`src/rtl/mul_sequencer.sv`:
```
// Multi-cycle shift-and-add multiplier for MULT/MULTU: one partial product per cycle,
// sign fixed up at the end, 64-bit result presented on HI/LO with a one-cycle DONE pulse.
module mul_sequencer #(
    parameter int DATA_WIDTH = 32
) (
    input  logic                  CLK,
    input  logic                  RST,
    input  logic                  START,
    input  logic                  SIGNED,
    input  logic [DATA_WIDTH-1:0] SRC_A,
    input  logic [DATA_WIDTH-1:0] SRC_B,
    output logic                  BUSY,
    output logic                  DONE,
    output logic [DATA_WIDTH-1:0] HI,
    output logic [DATA_WIDTH-1:0] LO
);

    localparam int CW = (DATA_WIDTH > 1) ? $clog2(DATA_WIDTH) : 1;
    localparam logic [CW-1:0] CNT_LAST = CW'(DATA_WIDTH - 1);

    typedef enum logic [1:0] {
        IDLE,
        RUN,
        FIX
    } state_t;

    state_t                    state, state_nxt;
    logic [CW-1:0]             cnt, cnt_nxt;
    logic [DATA_WIDTH-1:0]     mcand, mcand_nxt;
    logic [DATA_WIDTH:0]       acc, acc_nxt;
    logic [DATA_WIDTH-1:0]     low, low_nxt;
    logic                      neg, neg_nxt;
    logic                      busy_nxt, done_nxt;
    logic [DATA_WIDTH-1:0]     hi_nxt, lo_nxt;

    logic [DATA_WIDTH-1:0]     mag_a, mag_b;
    logic [DATA_WIDTH-1:0]     addend;
    logic [DATA_WIDTH:0]       sum;
    logic [2*DATA_WIDTH-1:0]   prod, prod_fix;

    // Operand magnitudes; 0x80..0 maps onto itself, which is the correct unsigned magnitude.
    always_comb begin
        mag_a = (SIGNED && SRC_A[DATA_WIDTH-1]) ? (~SRC_A + DATA_WIDTH'(1)) : SRC_A;
        mag_b = (SIGNED && SRC_B[DATA_WIDTH-1]) ? (~SRC_B + DATA_WIDTH'(1)) : SRC_B;
    end

    // acc[DATA_WIDTH] is always zero after the shift, so adding the full acc keeps the carry semantics.
    always_comb begin
        addend   = low[0] ? mcand : '0;
        sum      = acc + {1'b0, addend};
        prod     = {acc[DATA_WIDTH-1:0], low};
        prod_fix = neg ? (~prod + (2*DATA_WIDTH)'(1)) : prod;
    end

    always_comb begin
        state_nxt = state;
        cnt_nxt   = cnt;
        mcand_nxt = mcand;
        acc_nxt   = acc;
        low_nxt   = low;
        neg_nxt   = neg;
        busy_nxt  = BUSY;
        done_nxt  = 1'b0;
        hi_nxt    = HI;
        lo_nxt    = LO;

        case (state)
            IDLE: begin
                if (START) begin
                    mcand_nxt = mag_a;
                    low_nxt   = mag_b;
                    acc_nxt   = '0;
                    neg_nxt   = SIGNED & (SRC_A[DATA_WIDTH-1] ^ SRC_B[DATA_WIDTH-1]);
                    cnt_nxt   = '0;
                    busy_nxt  = 1'b1;
                    state_nxt = RUN;
                end
            end
            RUN: begin
                {acc_nxt, low_nxt} = {sum, low} >> 1;
                cnt_nxt            = cnt + CW'(1);
                if (cnt == CNT_LAST) begin
                    state_nxt = FIX;
                end
            end
            FIX: begin
                {hi_nxt, lo_nxt} = prod_fix;
                done_nxt         = 1'b1;
                busy_nxt         = 1'b0;
                cnt_nxt          = '0;
                state_nxt        = IDLE;
            end
            default: begin
                state_nxt = IDLE;
            end
        endcase
    end

    always_ff @(posedge CLK) begin
        if (RST) begin
            state <= IDLE;
            cnt   <= '0;
            mcand <= '0;
            acc   <= '0;
            low   <= '0;
            neg   <= 1'b0;
            BUSY  <= 1'b0;
            DONE  <= 1'b0;
            HI    <= '0;
            LO    <= '0;
        end else begin
            state <= state_nxt;
            cnt   <= cnt_nxt;
            mcand <= mcand_nxt;
            acc   <= acc_nxt;
            low   <= low_nxt;
            neg   <= neg_nxt;
            BUSY  <= busy_nxt;
            DONE  <= done_nxt;
            HI    <= hi_nxt;
            LO    <= lo_nxt;
        end
    end

endmodule

```
`config.mk`:
```
export PLATFORM = sky130hd
export DESIGN_NAME = mul_sequencer
export DESIGN_NICKNAME = d
export VERILOG_FILES = /design/src/rtl/mul_sequencer.sv
export SDC_FILE = /design/constraint.sdc
export NUM_CORES = 1
export LEC_CHECK = 0
export BUFFER_PORTS_ARGS = -buffer_cell sky130_fd_sc_hd__clkbuf_2
export CAP_MARGIN = 40
export CELL_PAD_IN_SITES_DETAIL_PLACEMENT = 0
export CELL_PAD_IN_SITES_GLOBAL_PLACEMENT = 1
export CORE_MARGIN = 2
export CORE_UTILIZATION = 47
export CTS_CLUSTER_DIAMETER = 200
export DETAILED_ROUTE_END_ITERATION = 6
export GPL_ROUTABILITY_DRIVEN = 0
export GPL_TIMING_DRIVEN = 0
export PLACE_DENSITY = 0.85
export SYNTH_ARGS = -nofsm -noshare
export SYNTH_HDL_FRONTEND = slang
export SYNTH_SLANG_ARGS = --single-unit
```
`constraint.sdc`:
```
create_clock -name CLK -period 8.5 [get_ports CLK]
set_clock_uncertainty 0.15 [all_clocks]
set_input_delay 0.85 -clock CLK [delete_from_list [all_inputs] [get_ports CLK]]
set_output_delay 0.85 -clock CLK [all_outputs]
set_load 0.005 [all_outputs]
```
After elaboration in Yosys (flattened, before gate mapping)
Cells that the tools add are included.
- $add $sub $neg: 5
- equal/unequal tests: 5
- mux-type cells: 16
- bitwise gates (word level): 5
- reduce and logical (&&, ||, !) cells: 11
- operators by type and width (kind ; count):
    32-bit 2-to-1 mux ; 4
    33-bit one-hot mux with 2 select lines ; 1
    32-bit by 1-bit adder with 32-bit output, second input constant ; 2
    64-bit by 1-bit adder with 64-bit output, second input constant ; 1
    64-bit 2-to-1 mux ; 1
    32-bit inverter ; 2
    64-bit inverter ; 1
    32-bit one-hot mux with 2 select lines ; 1
    33-bit by 32-bit adder with 33-bit output ; 1
    33-bit 2-to-1 mux ; 1
    5-bit one-hot mux with 3 select lines ; 1
    2-bit AND reduction ; 5
    5-bit by 1-bit adder with 5-bit output, second input constant ; 1
    5-bit equality test, second input constant ; 1
    5-bit 2-to-1 mux ; 1
    2-bit 2-to-1 mux ; 2
    2-bit inequality test, second input constant ; 2
    2-bit one-hot mux with 2 select lines ; 1
    2-bit nonzero test ; 2
    3-bit nonzero test ; 1
    2-bit by 1-bit equality test with 1-bit output, second input constant ; 1
    2-bit equality test, second input constant ; 1
    1-bit logical AND ; 2
    2-bit logical NOT ; 1
    other kinds (4) ; 5
- register bits after elaboration: 171

Longest topological paths before layout
- word-level depth: 5
- gate-level depth with buffers: 12
- gate-level depth less buffers: 11

Worst setup path before layout
OpenSTA, ideal clock, no wires.
- path type: reg-to-reg
- start point: reg low[0]
- end point: reg acc[21]
- setup time: 0.063 ns
- arrival: 2.956 ns
- setup slack: 5.332 ns
- stages on the path, launching flop included: 12
- period minus slack after synthesis: 3.168 ns
- cells stage by stage: dfxtp_1 -> clkbuf_1 -> clkbuf_1 -> nand2_1 -> fa_1 -> nor2b_1 -> o2111ai_1 -> a2111oi_0 -> o31a_1 -> o21ai_0 -> or4_1 -> nand3_1
- cells in the longest elaborated chain, start to end: 3
- ends and longest elaborated chain (what ; line ; source):
    start: declaration ; 31 ; logic [DATA_WIDTH-1:0] low, low_nxt;
    start signal: assignment ; 116 ; low <= low_nxt;
    32-bit 2-to-1 mux ; 49 ; addend = low[0] ? mcand : '0;
    33-bit by 32-bit adder with 33-bit output ; 50 ; sum = acc + {1'b0, addend};
    33-bit one-hot mux with 2 select lines ; 67 ; case (state)
    end signal: assignment ; 115 ; acc <= acc_nxt;
    end: declaration ; 30 ; logic [DATA_WIDTH:0] acc, acc_nxt;
Every way passes these cells.
A chain may end at the register's enable or synchronous reset.

Worst setup path in the final report
- start point: reg low[0]
- end point: reg acc[23]
Same word-level chain as after synthesis.

==> reports/qor.csv <==
metric;value;unit
Die Area;0.0236;mm2
largest net degree at the start of global routing;18;
proportion of layout cells with a drive suffix above 1;13.2;%
synth warn;0;
initial antenna violation count;0;
RR Endpoint;acc[23];
Worst Setup End Kind;flop;
post_cts resized;0;
cts bufs inserted;17;
Syn Area/Cell;7.93;um2
max-cap viol count;0;
Worst Tran Pin Value;0.810;ns
Clock power frac;42.8;%
Vias per Instance;5.82;
Synth Cell Area;0.0105;mm2
Clock Tree Buf Depth;2;
largest area contributor in the netlist;dfxtp_1;
pins over their slew limit;0;
Comb power frac;15.1;%
Post-layout nets;1585;
Sink Count;170;
Post-synth EDFFs;0;
most common cell in the netlist;dfxtp_1;
origin of the critical flop-to-flop path;low[0];
Cell Pwr Density;168;mW/mm2
max_slew headroom;45.5;%
Hold Crit Start;HI[29];
Seq pwr share;42.0;%
Routed Antenna Nets;0;
GRT Util Overall;26.8;%
WHS Path Cells;2;
Hold WC Path Type;flop to flop;
vias in the first global route;9579;
Pre-antenna DRT Iters;5;
Seq/Total Area, Yosys;32.4;%
WL final;32.0;mm
Worst Path Arrival;4.26;ns
Period minus WS final;4.10;ns
FF-to-FF path depth;11;
share of the synthesized area in the top cell type;32.4;%
core area;0.0219;mm2
Async SR Flop Fraction;0;%
crit path launch;low[0];
Gate Count Post-Synth;1327;
Post-synth top cells;dfxtp_1 (170), nor2_1 (162), nand2_1 (131);
Worst VDD drop;0.106;mV
post-DP HPWL;25.5;mm
Sw Pwr;603;uW
Ant. Diodes;0;
crit path kind;flop to flop;
outcome;completed;
area of the multi-input gates;0.00675;mm2
Main synth FF type;dfxtp_1;
final core utilization;55.7;%
clock latency on the worst-skew pair;0.44;ns
WL/cell;18.1;um
first-pass GRT wire length;51.1;mm
fin crit share;48.2;%
leakage power;0.00463;uW
clock slew at reported path FFs;0.07;ns
Root Buffer Master;clkbuf_16;
num rows;54;
routed via count;10317;
RSZ-0062 raised after global routing;false;
port bufs;132;
# hold bufs at CTS;0;
Worst Setup Start Kind;flop;
syn_nets;1433;
Die X;154;um
# setup viols final;0;
Setup TNS Final;0;ns
Post-route DRC;0;
Final Hold Viols;0;
leading post-synthesis cells by cell area;dfxtp_1 (32%), xor2_1 (7.8%), nor2_1 (5.8%);
Switching Share;29.4;%
final worst slack;4.40;ns
H-Tree Depth;4;
io pins;134;
CTS tree;built;
CP required;8.66;ns
internal power;1450;uW
FMAX;244;MHz
Hold Path Sink;HI[29];
grt ovf;0;
CP max FO;10;
Area growth syn-to-layout;15.9;%
worst slack at placement;4.49;ns
post-synth cell types;67;
Reg2Reg Setup Slack;4.40;ns
FF+latch area;0.00340;mm2
post-CTS setup buffer count;0;
fill count;2152;
total power;2050;uW
Starting Density;48.0;%
drt first-iter violations;905;
Die Y;154;um
flops & latches, synth;170;
==> critical path, stage by stage, from the launching register on <==
cell	delay [ns]
dfxtp_1	0.37
clkbuf_1	0.48
clkbuf_1	0.32
nand2_1	0.19
fa_1	0.46
nor2b_1	0.18
o2111ai_1	0.23
a21boi_0	0.48
o21ai_0	0.29
o31ai_1	0.55
xnor2_1	0.18
o21ai_0	0.08
==> routing by layer <==
| layer | up-vias | GRT usage, % | wire (um) |
|---|---|---|---|
| li1 | 5130 | - | - |
| met1 | 4800 | 39.4 | 15600 |
| met2 | 354 | 41.3 | 13900 |
| met3 | 33 | 4.03 | 2110 |
| met4 | 0 | 6.64 | 407 |
| met5 | - | 0 | 0 |
==> registers in the layout, summed over array words and instances, names as in the netlist <==
signal / flops
neg: 1
HI: 32
BUSY: 1
DONE: 1
cnt: 5
state: 2
acc: 32
mcand: 32
LO: 32
low: 32
==> how the worst max path moves through the flow <==
stage / end / cells after the start / slack, ns
final: acc[23] / 11 / 4.40
after global routing: acc[23] / 11 / 4.09
after CTS: acc[21] / 11 / 4.46
after detailed placement: acc[21] / 11 / 4.49
after global placement: acc[21] / 11 / 4.48
after floorplan: acc[21] / 11 / 5.33
==> stage by stage <==
step | hold slack (ns) | std cells | cell area [um2]
after global routing | 0.325 | 1772 | 12200
after floorplan | 0.267 | 1327 | 10500
final | 0.298 | 1772 | 12200
after detailed placement | 0.292 | 1740 | 11500
after global placement | 0.286 | 1739 | 11500
after CTS | 0.302 | 1772 | 12200
==> area by class of cell <==
| type | count | share of cell area [%] |
|---|---|---|
| Buffer | 79 | 2.43 |
| Clock buffer | 17 | 3.49 |
| Clock inverter | 15 | 1.86 |
| Inverter | 18 | 0.554 |
| Multi-Input combinational cell | 1060 | 55.4 |
| Sequential cell | 170 | 27.9 |
| Tap cell | 280 | 2.87 |
| Timing Repair Buffer | 133 | 5.48 |
==> kinds of logic (layout without fill, tap and decap cells) <==
kind of cell / count (synthesis) / in the layout / synth area share, %
and+or+nand+nor: 494 / 494 / 23.1
xor gates and xnor gates: 142 / 142 / 11.8
buffers and inverters: 97 / 262 / 3.46
adders and majority gates: 38 / 38 / 4.59
muxes: 3 / 3 / 0.297
DFF: 170 / 170 / 32.4
AOI/OAI and AO/OA: 383 / 383 / 24.3
==> power groups by stage <==
stage               logic, uW  clock network (uW)  registers [uW]
floorplan                 216                   0             863
global route              343                 917             864
detailed placement        306                   0             878
global placement          302                   0             877
CTS                       308                 883             860
finish                    310                 878             862
==> layout by cell type, fill, tap and decap left out, drive strengths merged, types with 3 or more instances in the layout <==
| master | netlist | routed |
|---|---|---|
| a222oi | 25 | 25 |
| o211ai | 12 | 12 |
| a21boi | 3 | 3 |
| bufinv | 0 | 4 |
| xor2 | 94 | 94 |
| a21o | 7 | 7 |
| a211oi | 61 | 61 |
| nor3 | 33 | 33 |
| o31ai | 27 | 27 |
| o21a | 9 | 9 |
| o31a | 3 | 3 |
| and3 | 5 | 5 |
| nand2b | 15 | 15 |
| o41ai | 15 | 15 |
| ha | 37 | 37 |
| o21ai | 113 | 113 |
| nor2 | 162 | 162 |
| nor3b | 4 | 4 |
| clkbuf | 77 | 226 |
| and2 | 37 | 37 |
| buf | 2 | 3 |
| xnor2 | 48 | 48 |
| nand3 | 23 | 23 |
| or4 | 19 | 19 |
| nand2 | 131 | 131 |
| dfxtp | 170 | 170 |
| o22ai | 5 | 5 |
| or3 | 20 | 20 |
| nand4 | 13 | 13 |
| a21oi | 73 | 73 |
| inv | 18 | 26 |
| or2 | 6 | 6 |
| a311oi | 5 | 5 |
| nor4 | 13 | 13 |
| a22oi | 9 | 9 |
| nor2b | 7 | 7 |
(Power assumes the default switching activity.)
